==> src/rtl/fifo_reader.sv <==
// Byte FIFO drain into a 2-entry buffer, valid/ready out; strobe-to-valid is 2 edges and one read per 3 cycles.
// Reads stop while the buffer plus the in-flight byte would overflow; FIFO_READER_CKSUM_EN adds port cksum.
module fifo_reader (
  input  logic       clk,
  input  logic       rst,
  input  logic       en,
  input  logic [4:0] fifo_n,
  input  logic [7:0] fifo_dout,
  output logic       fifo_eno,
  output logic [7:0] m_data,
  output logic       m_valid,
  input  logic       m_ready,
  output logic [7:0] cnt,
`ifdef FIFO_READER_CKSUM_EN
  output logic [7:0] cksum,
`endif
  output logic       busy
);

  typedef enum logic [1:0] {
    S_IDLE = 2'd0,
    S_REQ  = 2'd1,
    S_CAP  = 2'd2
  } state_t;

  state_t     r_state;
  state_t     w_state_nxt;
  logic [7:0] r_mem [0:1];
  logic       r_head;
  logic       r_tail;
  logic [1:0] r_count;
  logic [7:0] r_cnt;
  logic       w_xfer;
  logic       w_wr;

  assign w_xfer = m_valid & m_ready;
  assign w_wr   = (r_state == S_CAP);

  // Only IDLE can issue a read, so a read is never outstanding when count is checked.
  always_comb begin
    w_state_nxt = r_state;
    fifo_eno    = 1'b0;
    case (r_state)
      S_IDLE: begin
        if (en && (fifo_n != 5'd0) && (r_count < 2'd2)) begin
          w_state_nxt = S_REQ;
        end
      end
      S_REQ: begin
        fifo_eno    = 1'b1;
        w_state_nxt = S_CAP;
      end
      S_CAP: begin
        w_state_nxt = S_IDLE;
      end
      default: begin
        w_state_nxt = S_IDLE;
      end
    endcase
  end

  always_ff @(posedge clk) begin
    if (!rst) begin
      r_state  <= S_IDLE;
      r_head   <= 1'b0;
      r_tail   <= 1'b0;
      r_count  <= 2'd0;
      r_cnt    <= 8'd0;
      r_mem[0] <= 8'd0;
      r_mem[1] <= 8'd0;
    end else begin
      r_state <= w_state_nxt;
      if (w_wr) begin
        r_mem[r_tail] <= fifo_dout;
        r_tail        <= ~r_tail;
      end
      if (w_xfer) begin
        r_head <= ~r_head;
        r_cnt  <= r_cnt + 8'd1;
      end
      case ({w_wr, w_xfer})
        2'b10:   r_count <= r_count + 2'd1;
        2'b01:   r_count <= r_count - 2'd1;
        default: r_count <= r_count;
      endcase
    end
  end

  assign m_data  = r_mem[r_head];
  assign m_valid = (r_count != 2'd0);
  assign busy    = (r_state != S_IDLE) | m_valid;
  assign cnt     = r_cnt;

`ifdef FIFO_READER_CKSUM_EN
  logic [7:0] r_cksum;

  always_ff @(posedge clk) begin
    if (!rst) begin
      r_cksum <= 8'd0;
    end else if (w_xfer) begin
      r_cksum <= r_cksum + m_data;
    end
  end

  assign cksum = r_cksum;
`endif

endmodule

==> config.mk <==
export PLATFORM = sky130hd
export DESIGN_NAME = fifo_reader
export DESIGN_NICKNAME = d
export VERILOG_FILES = /design/src/rtl/fifo_reader.sv
export SDC_FILE = /design/constraint.sdc
export NUM_CORES = 1
export LEC_CHECK = 0
export CAP_MARGIN = 20
export CELL_PAD_IN_SITES_DETAIL_PLACEMENT = 0
export CELL_PAD_IN_SITES_GLOBAL_PLACEMENT = 1
export CORE_AREA = 2 2 63 65
export CTS_BUF_LIST = sky130_fd_sc_hd__clkbuf_4
export DETAILED_ROUTE_END_ITERATION = 6
export DIE_AREA = 0 0 65 67
export PLACE_DENSITY_LB_ADDON = 0.1
export SKIP_CTS_REPAIR_TIMING = 1
export SLEW_MARGIN = 20
export SYNTH_ARGS = -nofsm -noshare
export SYNTH_HDL_FRONTEND = slang
export SYNTH_SLANG_ARGS = --single-unit
export TNS_END_PERCENT = 20
==> constraint.sdc <==
create_clock -name clk -period 2.16 [get_ports clk]
set_clock_uncertainty 0.1 [all_clocks]
set_input_delay 0.432 -clock clk [delete_from_list [all_inputs] [get_ports clk]]
set_output_delay 0.432 -clock clk [all_outputs]
set_load 0.01 [all_outputs]
**Yosys cells after proc, flatten, opt, wreduce, memory -nomap -nowiden**

Memory sizes are Yosys's and may differ from the RTL's. A register that Yosys moved wholly into a read port is not among the register bits.
Index checks and enable logic that the tools add are counted.

- $lt $le $gt $ge: 1
- Reductions and logical operators: 8
- Eq/ne operators: 5
- $add $sub $neg: 3
- Shift operators: 0
- $mul: 0
- Bitwise operators: 4
- Muxes and demuxes: 13
- Div/mod/pow operators: 0

Operators by type and width:

| operator | count |
|---|---|
| 1-bit 2-to-1 mux | 9 |
| 8-bit by 1-bit adder with 8-bit output, second input constant | 1 |
| 8-bit 2-to-1 mux | 1 |
| 2-bit case mux with 2 select lines | 2 |
| 8-bit OR reduction | 1 |
| 2-bit nonzero test | 3 |
| 5-bit nonzero test | 1 |
| 2-bit by 1-bit equality test with 1-bit output, second input constant | 2 |
| 2-bit equality test, second input constant | 2 |
| 2-bit by 1-bit adder with 2-bit output, second input constant | 1 |
| 1-bit logical AND | 2 |
| 2-bit logical NOT | 1 |
| 2-bit less-than comparator, second input constant | 1 |
| 2-bit 2-to-1 mux | 1 |
| 2-bit != test, second input constant | 1 |
| 1-bit NOT | 2 |
| 2-bit by 1-bit subtractor with 2-bit output, second input constant | 1 |
| 1-bit AND | 1 |
| 1-bit bitwise OR | 1 |

- Bits in latches: 0
- Logic and storage cells: 40
- Bits in registers: 14
- Memories kept: 1
- Output and inout bits: 19
- Input bits: 17
- Memory bits (read-only): 0
- Bits in writable memories: 16

Memory list:

| name | depth | width | read ports | clocked after Yosys merged registers in | wr ports | RTL line | text |
|---|---|---|---|---|---|---|---|
| r_mem | 2 | 8 | 1 | 1 | 2 | 28 | `logic [7:0] r_mem [0:1];` |

**Longest topological paths before layout**

- Word-level depth: 6
- Depth in mapped cells: 6

**Worst setup path after synthesis**

No wires, ideal clock.

- Path type: input-to-reg
- Start point: input port rst
- End point: memory r_mem[1][0] (enable)
- Arrival time: 1.202 ns
- Slack: 0.523 ns
- Library setup time: 0.334 ns
- Cell stages on the path: 4
- Path buffers: 1
- Cells stage by stage: nor2b_1 and3_1 clkbuf_1 nand2b_1

RTL lines:

| item | RTL line | text |
|---|---|---|
| start, declared | 5 | `input logic rst,` |
| end, declared | 28 |  |

**Final worst setup path**

- Start point: register r_state[0]
- End point: output port fifo_eno

- Longest elaborated chain between the ends: 2

RTL lines:

| item | RTL line | text |
|---|---|---|
| start, declared | 26 | `state_t r_state;` |
| start signal, assigned | 72 | `r_state <= w_state_nxt;` |
| 2-bit by 1-bit equality test with 1-bit output | 43 | `case (r_state)` |
| 1-bit 2-to-1 mux | 43 |  |
| end, declared | 9 | `output logic fifo_eno,` |

Every way passes these cells.

==> flow_metrics.env <==
export IMPL_crit_type="reg2out"
export IMPL_grt_pass1_vias=982
export IMPL_clock_sink_count=31
export IMPL_fillerInstances=359
export IMPL_vias=1004
export IMPL_netlist_instances=118
export IMPL_cpPeakStageDelay_ps=550
export IMPL_avgViaCountPerCell=4.71
export IMPL_reg2regPathDepth=6
export IMPL_period_needed_ps=1950
export IMPL_layoutNonFillerInstCount=213
export IMPL_reg2reg_to="r_count[1]"
export IMPL_cts_path_max_buffers=2
export IMPL_crit_path_start_kind="flop"
export IMPL_ys_warnings_count=0
export IMPL_max_freq_mhz=512
export IMPL_yosysTopAreaCell="edfxtp_1"
export IMPL_boundaryPins=36
export IMPL_cp_end_kind="output pin"
export IMPL_finalHoldViolations=0
export IMPL_grt_use_total=0.146
export IMPL_finalPower_mw=1.22
export IMPL_multi_input_area_um2=561
export IMPL_hp_start="cnt[7]"
export IMPL_path_buf_inv=1
export IMPL_grt_max_degree=12
export IMPL_routedWlPerCell_um=12.9
export IMPL_crit_path_top_delay_cell="clkdlybuf4s50_1"
export IMPL_place_port_buffers=35
export IMPL_route_detailed_drc=0
export IMPL_r2r_setup_slack_ps=530
export IMPL_placed_area_mm2=0.00181
export IMPL_drt_pass1_iterations=4
export IMPL_yosysSeqAreaShare=0.574
export IMPL_drt_iter0_drc=25
export IMPL_gp_congestion=0.695
export IMPL_cp_max_fo=4
export IMPL_maxSlewViolCount=0
export IMPL_syn_area_per_cell_um2=11.5
export IMPL_fin_nets=183
export IMPL_cp_required_ps=1630
export IMPL_syn_num_nets=137
export IMPL_grt_pass1_wl_um=4590
export IMPL_routed_wl_um=2760
export IMPL_grt_antenna_before_repair=0
export IMPL_hold_depth=2
export IMPL_cts_root_buf="clkbuf_4"
export IMPL_dp_cells=205
export IMPL_max_slew_margin_rel=0.773
export IMPL_overflow=0
export IMPL_synth_area_leaders="edfxtp_1 35%, dfxtp_1 22%, and2_1 7.8%, mux2_2 6.6%, xor2_1 3.2%"
export IMPL_finish_utilization=0.526
export IMPL_hold_class="reg2reg"
export IMPL_p_leak_nw=0.829
export IMPL_core_area_mm2=0.00361
export IMPL_cts_max_level=2
export IMPL_async_flop_share=0
export IMPL_max_slew_worst_pin_slew_ps=340
export IMPL_synth_edf_count=16
export IMPL_pwr_density_cell_mw_per_mm2=646
export IMPL_antenna_left=0
export IMPL_die_y_um=67
export IMPL_synthFlopType="edfxtp_1"
export IMPL_cp_top_family="buffers and inverters"
export IMPL_numCtsBuffers=5
export IMPL_max_cap_viol_count=0
export IMPL_peakVddDrop_mv=0.302
export IMPL_setup_viol=0
export IMPL_status="finished, final reports clean"
export IMPL_cts_tree="built"
export IMPL_dp_hpwl_um=1960
export IMPL_rsz0062_at_grt="false"
export IMPL_drive_gt1_frac=0.164
export IMPL_register_area_um2=785
export IMPL_synth_seq_cells=31
export IMPL_synth_cell_type_count=28
export IMPL_rows=22
export IMPL_die_area_mm2=0.00436
export IMPL_clkLatencyLatePin_ps=330
export IMPL_pre_cts_ws_ps=137
export IMPL_fin_area_mm2=0.00190
export IMPL_clkTransAtPathRegs_ps=100
export IMPL_syn_to_final_growth_pct=39.4
export IMPL_synth_top_area_frac=0.353
export IMPL_path_cells="nor2b_1, clkdlybuf4s50_1"
export IMPL_fin_crit_sh=0.904
export IMPL_netlist_area_mm2=0.00136
export IMPL_finalWorstSetupSlack_ps=208
export IMPL_diodes=0
export IMPL_regToRegStartpoint="r_count[1]"
export IMPL_cp_arrival_ps=1420
export IMPL_yosysMostFrequentCell="and2_1"
export IMPL_holdPathEnd="cnt[7]"
export IMPL_finalSetupTns_ps=0
export IMPL_start_util=0.377
export IMPL_die_width_um=65
export IMPL_synth_commonest_cells="17 x and2_1, 16 x edfxtp_1, 15 x dfxtp_1"
export IMPL_holdWs_ps=399
-- sequential cells by signal (all words and copies together) (netlist names), named ones only --
register,count
cnt,8
r_tail,1
r_count,2
r_state,2
r_mem,16
r_head,1
-- area by class of cell --
cell class,instances,area share
Clock buffer,7,0.0277
Clock inverter,1,0.00264
Inverter,2,0.00396
Multi-Input combinational cell,82,0.296
Sequential cell,31,0.414
Tap cell,48,0.0317
Timing Repair Buffer,42,0.224
-- where the power goes --
| part | switching (mW) | total [mW] | internal, mW | leakage (nW) |
|---|---|---|---|---|
| Sequential | 0.0201 | 0.668 | 0.648 | 0.288 |
| Clock | 0.190 | 0.342 | 0.152 | 0.0361 |
| Combinational | 0.0866 | 0.215 | 0.128 | 0.505 |
-- cells by family (layout without fill, tap and decap cells) --
family / Yosys count / count (layout) / share of synthesized area
AOI/OAI and AO/OA: 12 / 12 / 0.0580
xor gates and xnor gates: 6 / 6 / 0.0386
adders and majority gates: 2 / 2 / 0.0184
buffers and inverters: 5 / 52 / 0.0138
DFF: 31 / 31 / 0.574
muxes: 11 / 11 / 0.0883
and+or+nand+nor: 51 / 51 / 0.209
-- worst register-to-register path, stage by stage, from the launching register on --
cell and delay, ps:
dfxtp_1 320, buf_4 150, o21ai_4 140, inv_1 50, ha_1 320, or3_1 350, a21oi_1 140
-- routing by layer --
metal	GRT usage	routed length (um)
met5	0	0
met4	0.0638	55
met3	0.0625	148
met2	0.238	1310
met1	0.165	1250
-- layout by cell type, fill, tap and decap left out, types with 3 or more instances in the layout --
master            n
xor2_1            5
dfxtp_1          14
and2_1           17
nand2b_1          4
dlymetal6s2s_1    9
nand2_1           4
buf_4             7
mux2_2            8
clkbuf_4          7
nor2_1           11
clkdlybuf4s50_1  26
a21oi_1           5
o21ai_0           3
mux2i_1           3
edfxtp_1         16
-- how the worst max path moves through the flow --
stage / start / end / depth (start not counted)
floorplan: rst / r_mem[1][0] / 4
global placement: m_ready / r_count[1] / 6
detailed placement: m_ready / cnt[5] / 5
CTS: flop / m_data[7] / 2
global route: r_state[0] / fifo_eno / 2
finish: r_state[0] / fifo_eno / 2
No activity file was read; power rests on OpenSTA's default activity.
